<file path="src/rtl/sha3_axil_slave.sv">
// sha3_axil_slave: AXI4-Lite register front end for a SHA-3 core; define SHA3_AXIL_SLVERR_EN to answer SLVERR on offsets 0x50-0x7F
module sha3_axil_slave #(
    parameter int C_S_AXI_DATA_WIDTH = 32,
    parameter int C_S_AXI_ADDR_WIDTH = 7
) (
    input  logic                            S_AXI_ACLK,
    input  logic                            S_AXI_ARESET,
    input  logic [C_S_AXI_ADDR_WIDTH-1:0]   S_AXI_AWADDR,
    input  logic [2:0]                      S_AXI_AWPROT,
    input  logic                            S_AXI_AWVALID,
    output logic                            S_AXI_AWREADY,
    input  logic [C_S_AXI_DATA_WIDTH-1:0]   S_AXI_WDATA,
    input  logic [C_S_AXI_DATA_WIDTH/8-1:0] S_AXI_WSTRB,
    input  logic                            S_AXI_WVALID,
    output logic                            S_AXI_WREADY,
    output logic [1:0]                      S_AXI_BRESP,
    output logic                            S_AXI_BVALID,
    input  logic                            S_AXI_BREADY,
    input  logic [C_S_AXI_ADDR_WIDTH-1:0]   S_AXI_ARADDR,
    input  logic [2:0]                      S_AXI_ARPROT,
    input  logic                            S_AXI_ARVALID,
    output logic                            S_AXI_ARREADY,
    output logic [C_S_AXI_DATA_WIDTH-1:0]   S_AXI_RDATA,
    output logic [1:0]                      S_AXI_RRESP,
    output logic                            S_AXI_RVALID,
    input  logic                            S_AXI_RREADY,
    output logic                            core_rst,
    output logic [31:0]                     core_in_data,
    output logic [2:0]                      core_in_nbytes,
    output logic                            core_in_last,
    output logic [1:0]                      core_out_size,
    output logic                            core_in_valid,
    input  logic                            core_in_ready,
    input  logic [511:0]                    core_hash,
    input  logic                            core_hash_valid
);
`ifdef SHA3_AXIL_SLVERR_EN
    localparam logic SLVERR_EN = 1'b1;
`else
    localparam logic SLVERR_EN = 1'b0;
`endif
    typedef enum logic [2:0] {W_IDLE, W_ADDR, W_DATA, W_PUSH, W_RESP} w_state_t;
    w_state_t w_state_q, w_state_d;
    logic en_q;
    logic [4:0] waddr_q, waddr_d;
    logic [31:0] wdata_q, wdata_d;
    logic wstrb_q, wstrb_d;
    logic [5:0] ctrl_q, ctrl_d;
    logic [1:0] bresp_q, bresp_d;
    logic core_rst_q, core_rst_d;
    logic rvalid_q, rvalid_d;
    logic [31:0] rdata_q, rdata_d;
    logic [1:0] rresp_q, rresp_d;
    logic aw_hs, w_hs, ar_hs, fire, ws, busy;
    logic [4:0] wa, ra;
    logic [31:0] wd, rd_val, hash_word;
    logic [3:0] oi;
    logic unused_ok;
    assign unused_ok = ^{S_AXI_AWPROT, S_AXI_ARPROT, S_AXI_AWADDR[1:0], S_AXI_ARADDR[1:0], S_AXI_WSTRB[3:1]};
    assign S_AXI_AWREADY = en_q && (w_state_q == W_IDLE || w_state_q == W_DATA);
    assign S_AXI_WREADY = en_q && (w_state_q == W_IDLE || w_state_q == W_ADDR);
    assign S_AXI_ARREADY = en_q && !rvalid_q;
    assign S_AXI_BVALID = w_state_q == W_RESP;
    assign S_AXI_BRESP = bresp_q;
    assign S_AXI_RVALID = rvalid_q;
    assign S_AXI_RDATA = rdata_q;
    assign S_AXI_RRESP = rresp_q;
    assign busy = w_state_q == W_PUSH;
    assign core_rst = core_rst_q;
    assign core_in_valid = busy;
    assign core_in_data = wdata_q;
    assign core_in_last = busy && ctrl_q[2];
    assign core_in_nbytes = ctrl_q[2] ? {1'b0, ctrl_q[1:0]} : 3'd4;
    assign core_out_size = ctrl_q[5:4];
    assign aw_hs = S_AXI_AWVALID && S_AXI_AWREADY;
    assign w_hs = S_AXI_WVALID && S_AXI_WREADY;
    assign ar_hs = S_AXI_ARVALID && S_AXI_ARREADY;
    assign wa = (w_state_q == W_ADDR) ? waddr_q : S_AXI_AWADDR[6:2];
    assign wd = (w_state_q == W_DATA) ? wdata_q : S_AXI_WDATA;
    assign ws = (w_state_q == W_DATA) ? wstrb_q : S_AXI_WSTRB[0];
    assign fire = (w_state_q == W_IDLE && aw_hs && w_hs) || (w_state_q == W_ADDR && w_hs) || (w_state_q == W_DATA && aw_hs);
    always_comb begin
        w_state_d = w_state_q;
        waddr_d = waddr_q;
        wdata_d = wdata_q;
        wstrb_d = wstrb_q;
        ctrl_d = ctrl_q;
        bresp_d = bresp_q;
        core_rst_d = 1'b0;
        if (fire) begin
            wdata_d = wd;
            bresp_d = (SLVERR_EN && wa >= 5'd20) ? 2'b10 : 2'b00;
            w_state_d = (wa == 5'd2) ? W_PUSH : W_RESP;
            if (wa == 5'd0 && ws) ctrl_d = wd[5:0] & 6'b110111;
            if (wa == 5'd3 && wd[0]) begin
                core_rst_d = 1'b1;
                ctrl_d = 6'd0;
            end
        end else if (w_state_q == W_IDLE && aw_hs) begin
            waddr_d = S_AXI_AWADDR[6:2];
            w_state_d = W_ADDR;
        end else if (w_state_q == W_IDLE && w_hs) begin
            wdata_d = S_AXI_WDATA;
            wstrb_d = S_AXI_WSTRB[0];
            w_state_d = W_DATA;
        end else if (w_state_q == W_PUSH && core_in_ready) begin
            w_state_d = W_RESP;
        end else if (w_state_q == W_RESP && S_AXI_BREADY) begin
            w_state_d = W_IDLE;
        end
    end
    assign ra = S_AXI_ARADDR[6:2];
    assign oi = ra[3:0] - 4'd4;
    assign hash_word = core_hash[{~oi, 5'b0} +: 32];
    assign rd_val = (ra == 5'd0) ? {26'd0, ctrl_q} :
                    (ra == 5'd1) ? {30'd0, busy, core_hash_valid} :
                    (ra >= 5'd4 && ra < 5'd20) ? hash_word : 32'd0;
    assign rvalid_d = ar_hs ? 1'b1 : (rvalid_q && S_AXI_RREADY) ? 1'b0 : rvalid_q;
    assign rdata_d = ar_hs ? rd_val : rdata_q;
    assign rresp_d = ar_hs ? ((SLVERR_EN && ra >= 5'd20) ? 2'b10 : 2'b00) : rresp_q;
    always_ff @(posedge S_AXI_ACLK) begin
        if (S_AXI_ARESET) begin
            w_state_q <= W_IDLE;
            en_q <= 1'b0;
            waddr_q <= 5'd0;
            wdata_q <= 32'd0;
            wstrb_q <= 1'b0;
            ctrl_q <= 6'd0;
            bresp_q <= 2'b00;
            core_rst_q <= 1'b1;
            rvalid_q <= 1'b0;
            rdata_q <= 32'd0;
            rresp_q <= 2'b00;
        end else begin
            w_state_q <= w_state_d;
            en_q <= 1'b1;
            waddr_q <= waddr_d;
            wdata_q <= wdata_d;
            wstrb_q <= wstrb_d;
            ctrl_q <= ctrl_d;
            bresp_q <= bresp_d;
            core_rst_q <= core_rst_d;
            rvalid_q <= rvalid_d;
            rdata_q <= rdata_d;
            rresp_q <= rresp_d;
        end
    end
endmodule

</file>
<file path="config.mk">
export PLATFORM = sky130hd
export DESIGN_NAME = sha3_axil_slave
export DESIGN_NICKNAME = d
export VERILOG_FILES = /design/src/rtl/sha3_axil_slave.sv
export SDC_FILE = /design/constraint.sdc
export NUM_CORES = 1
export LEC_CHECK = 0
export ABC_AREA = 1
export BUFFER_PORTS_ARGS = -buffer_cell sky130_fd_sc_hd__buf_2
export CELL_PAD_IN_SITES_DETAIL_PLACEMENT = 2
export CELL_PAD_IN_SITES_GLOBAL_PLACEMENT = 2
export CORE_AREA = 2 2 256 258
export CTS_BUF_LIST = sky130_fd_sc_hd__clkbuf_4
export DETAILED_ROUTE_END_ITERATION = 12
export DIE_AREA = 0 0 258 260
export GPL_TIMING_DRIVEN = 0
export PLACE_DENSITY = 0.6
export SYNTH_ARGS = -nofsm -noshare
export SYNTH_HDL_FRONTEND = slang
export SYNTH_SLANG_ARGS = --single-unit
</file>
<file path="constraint.sdc">
create_clock -name S_AXI_ACLK -period 5.13 [get_ports S_AXI_ACLK]
set_input_delay 0.513 -clock S_AXI_ACLK [delete_from_list [all_inputs] [get_ports S_AXI_ACLK]]
set_output_delay 0.513 -clock S_AXI_ACLK [all_outputs]
set_load 0.01 [all_outputs]
</file>
==> flow_metrics.tcl <==
set metrics [dict create \
    outcome "finished clean" \
    std_cell_rows 93 \
    hp-class "in -> reg" \
    required_ns 5.53 \
    clkTransAtPathRegs_ns 0.17 \
    drtAntennaViolNets 0 \
    drc 0 \
    min_to "core_in_data[8]" \
    multiInputGateArea_um2 5210 \
    crit_top_cell "buf_2" \
    synth.ff_latch_count 81 \
    critPathLaunch "S_AXI_ARADDR[4]" \
    setup_viol 0 \
    cp_num_buf_inv 8 \
    synth_seq_area_share 0.203 \
    drive_gt1_frac 0.359 \
    grt_usage 0.213 \
    htreeDepth 3 \
    syn_inst 1415 \
    cpPeakStageDelay_ns 0.69 \
    syn-cell-area_um2 7990 \
    crit_type "in -> reg" \
    grt_max_degree 17 \
    p_per_area_nw_per_um2 178 \
    grt_pass1_wl_um 102000 \
    worstRegToRegCells 7 \
    max-vdd-ir-drop_mv 0.125 \
    hold_slack_ns 0.197 \
    antenna_found_initial 13 \
    grt_use_met1 0.258 \
    drt-initial-drc-count 540 \
    grt-ovfl-total 0 \
    clock_sinks 81 \
    top_usage_layer "met2" \
    core_um2 64100 \
    period_needed_ns 3.51 \
    crit_chain "buf_2, buf_2, inv_1, buf_2, buf_2, ha_1, clkbuf_1, inv_1, clkbuf_1, nand3_1, nand3_1, a21oi_1" \
    grt_pass1_vias 14300 \
    worstSetupEndpointType "flop" \
    cts_tree "built" \
    hold_buffers 0 \
    finalCritPeriodShare 0.684 \
    cp-start-kind "input port" \
    fin_nets 2645 \
    max-clock-path-buffers 2 \
    synthTopCellsByArea "dfxtp_1 20%, nand2_1 19%, nand3_1 15%" \
    maxCapViolations 0 \
    cpLargestDelayFamily "buffers and inverters" \
    hold_violations 0 \
    die_x_um 258 \
    initial_core_util 0.125 \
    gp_congestion 0.915 \
    maxSlewHeadroom 0.268 \
    timing.fmax_mhz 285 \
    r2r-start "en_q" \
    clock_latency_ns 0.53 \
    skew_ns 0.0169 \
    wl_per_cell_um 25.1 \
    fin_setup_tns_ns 0 \
    leakagePower_nw 6.44 \
    area_delta_synth_final_pct 56.2 \
    cts.repair.resized 0 \
    cts-root-buf "clkbuf_4" \
    nFillCells 7993 \
    synth_top_cell_by_area "dfxtp_1" \
    synth.distinct_cells 34 \
    dp.final_hpwl_um 63600 \
    cts_setup_buffers 0 \
    viasPerCell 4.33 \
    worstHoldStart "S_AXI_WDATA[8]" \
    r2r-end "S_AXI_RDATA[22]" \
    yosysWarnings 0 \
    dr.pass1.iters 4 \
    vias 12700 \
    use_met2 0.384 \
    seqCellArea_um2 1620 \
    cp_data_arrival_time_ns 3.91 \
    grt.met3_usage 0.0368 \
    syn_area_per_cell_um2 5.65 \
    cts_buffers 9 \
    worstPathMaxFanout 11 \
    worst_pin_slew_ns 1.10 \
    worstHoldPathCells 3 \
    rsz0062_at_grt "false" \
    wl_um 73700 \
    yosysTopAreaCellShare 0.203 \
    die_h_um 260 \
    maxSlewViolCount 0 \
    regToRegSetupSlack_ns 2.82 \
    portBuffers 637 \
    dieArea_um2 67100 \
    cp_slowest_cell "clkbuf_1" \
    pin_count 658 \
]
## area by class of cell
type                            instances  area share
Sequential cell                        81       0.130
Clock buffer                            9     0.00542
Antenna cell                           17     0.00341
Clock inverter                          7     0.00872
Timing Repair Buffer                  637       0.256
Inverter                              158      0.0478
Multi-Input combinational cell       1062       0.417
Buffer                                117      0.0461
Tap cell                              855      0.0857
## synth_stat cells
master       n
a21oi_1    117
a31oi_1      5
buf_1        9
buf_2       43
buf_4       10
buf_6        6
clkbuf_1    49
clkinv_1     2
clkinv_2     1
conb_1       1
dfxtp_1     81
ha_1         2
inv_1      149
inv_2        5
inv_4        1
nand2_1    413
nand2_2      4
nand2_4      3
nand3_1    242
nand3_2      4
nand3_4      2
nand4_1      7
nor2_1      69
nor2_2       1
nor2_4       1
nor2_8       1
nor3_1       9
nor3_2       3
nor3_4       1
o2111ai_1   49
o211ai_1    65
o21ai_0     55
o21ai_1      1
or2_2        4
## tightest hold or removal path: stages
cell	delay, ns
buf_2	0.08
nor2_1	0.04
nor2_1	0.09
## worst max path at each step
stage                      endpoint  depth (start not counted)
detailed placement   S_AXI_RDATA[4]                         12
global placement     S_AXI_RDATA[4]                         12
floorplan           S_AXI_RDATA[30]                         12
global route         S_AXI_RDATA[4]                         12
CTS                  S_AXI_RDATA[4]                         12
finish              S_AXI_RDATA[27]                         12
## sequential cells by signal, indices dropped and copies added, names as in the netlist
signal	flops
S_AXI_RDATA	32
waddr_q	5
en_q	1
core_rst	1
ctrl_q	5
S_AXI_RVALID	1
w_state_q	3
wstrb_q	1
core_in_data	32
## power breakdown
part	switching [mW]	internal [mW]
clock	0.304	0.208
combinational	0.650	0.365
sequential	0.0270	0.671
## metrics by stage
| step | cell area, µm² | setup slack, ns | power (mW) | cells | utilization |
|---|---|---|---|---|---|
| global route | 12500 | 1.18 | 2.39 | 2937 | 0.194 |
| CTS | 12400 | 1.31 | 2.28 | 2926 | 0.194 |
| detailed placement | 12300 | 0.687 | 1.74 | 2910 | 0.191 |
| floorplan | 8000 | 2.87 | 1.15 | 1418 | - |
| finish | 12500 | 1.62 | 2.23 | 2943 | 0.195 |
| global placement | 12300 | 0.781 | 1.72 | 2910 | 0.191 |
## placed cells by master (no fill, tap or decap), types with 5 or more instances in the layout
master and instances:
diode_2 17, buf_6 6, a21oi_1 117, dfxtp_1 81, o21ai_0 55, nand2_1 413
inv_2 5, inv_1 149, clkbuf_4 9, nand3_1 242, nor2_1 69, nor3_1 9
clkbuf_1 49, o2111ai_1 49, nand4_1 7, buf_1 9, o211ai_1 65, buf_4 10
buf_2 680, a31oi_1 5
## routing by layer
metal,share of wire,up-vias
li1,-,6057
met4,0.020,4
met1,0.42,6189
met3,0.052,62
met2,0.50,431
met5,0.00037,-
## cell families (layout without fill, tap and decap cells)
family	count (synthesis)	after routing	synth area share
and+or+nand+nor	764	764	0.420
AOI/OAI and AO/OA	292	292	0.227
other	1	21	0.000469
buffers and inverters	275	928	0.147
adders and majority gates	2	2	0.00313
DFF	81	81	0.203
Power figures use the tool's default switching activity.
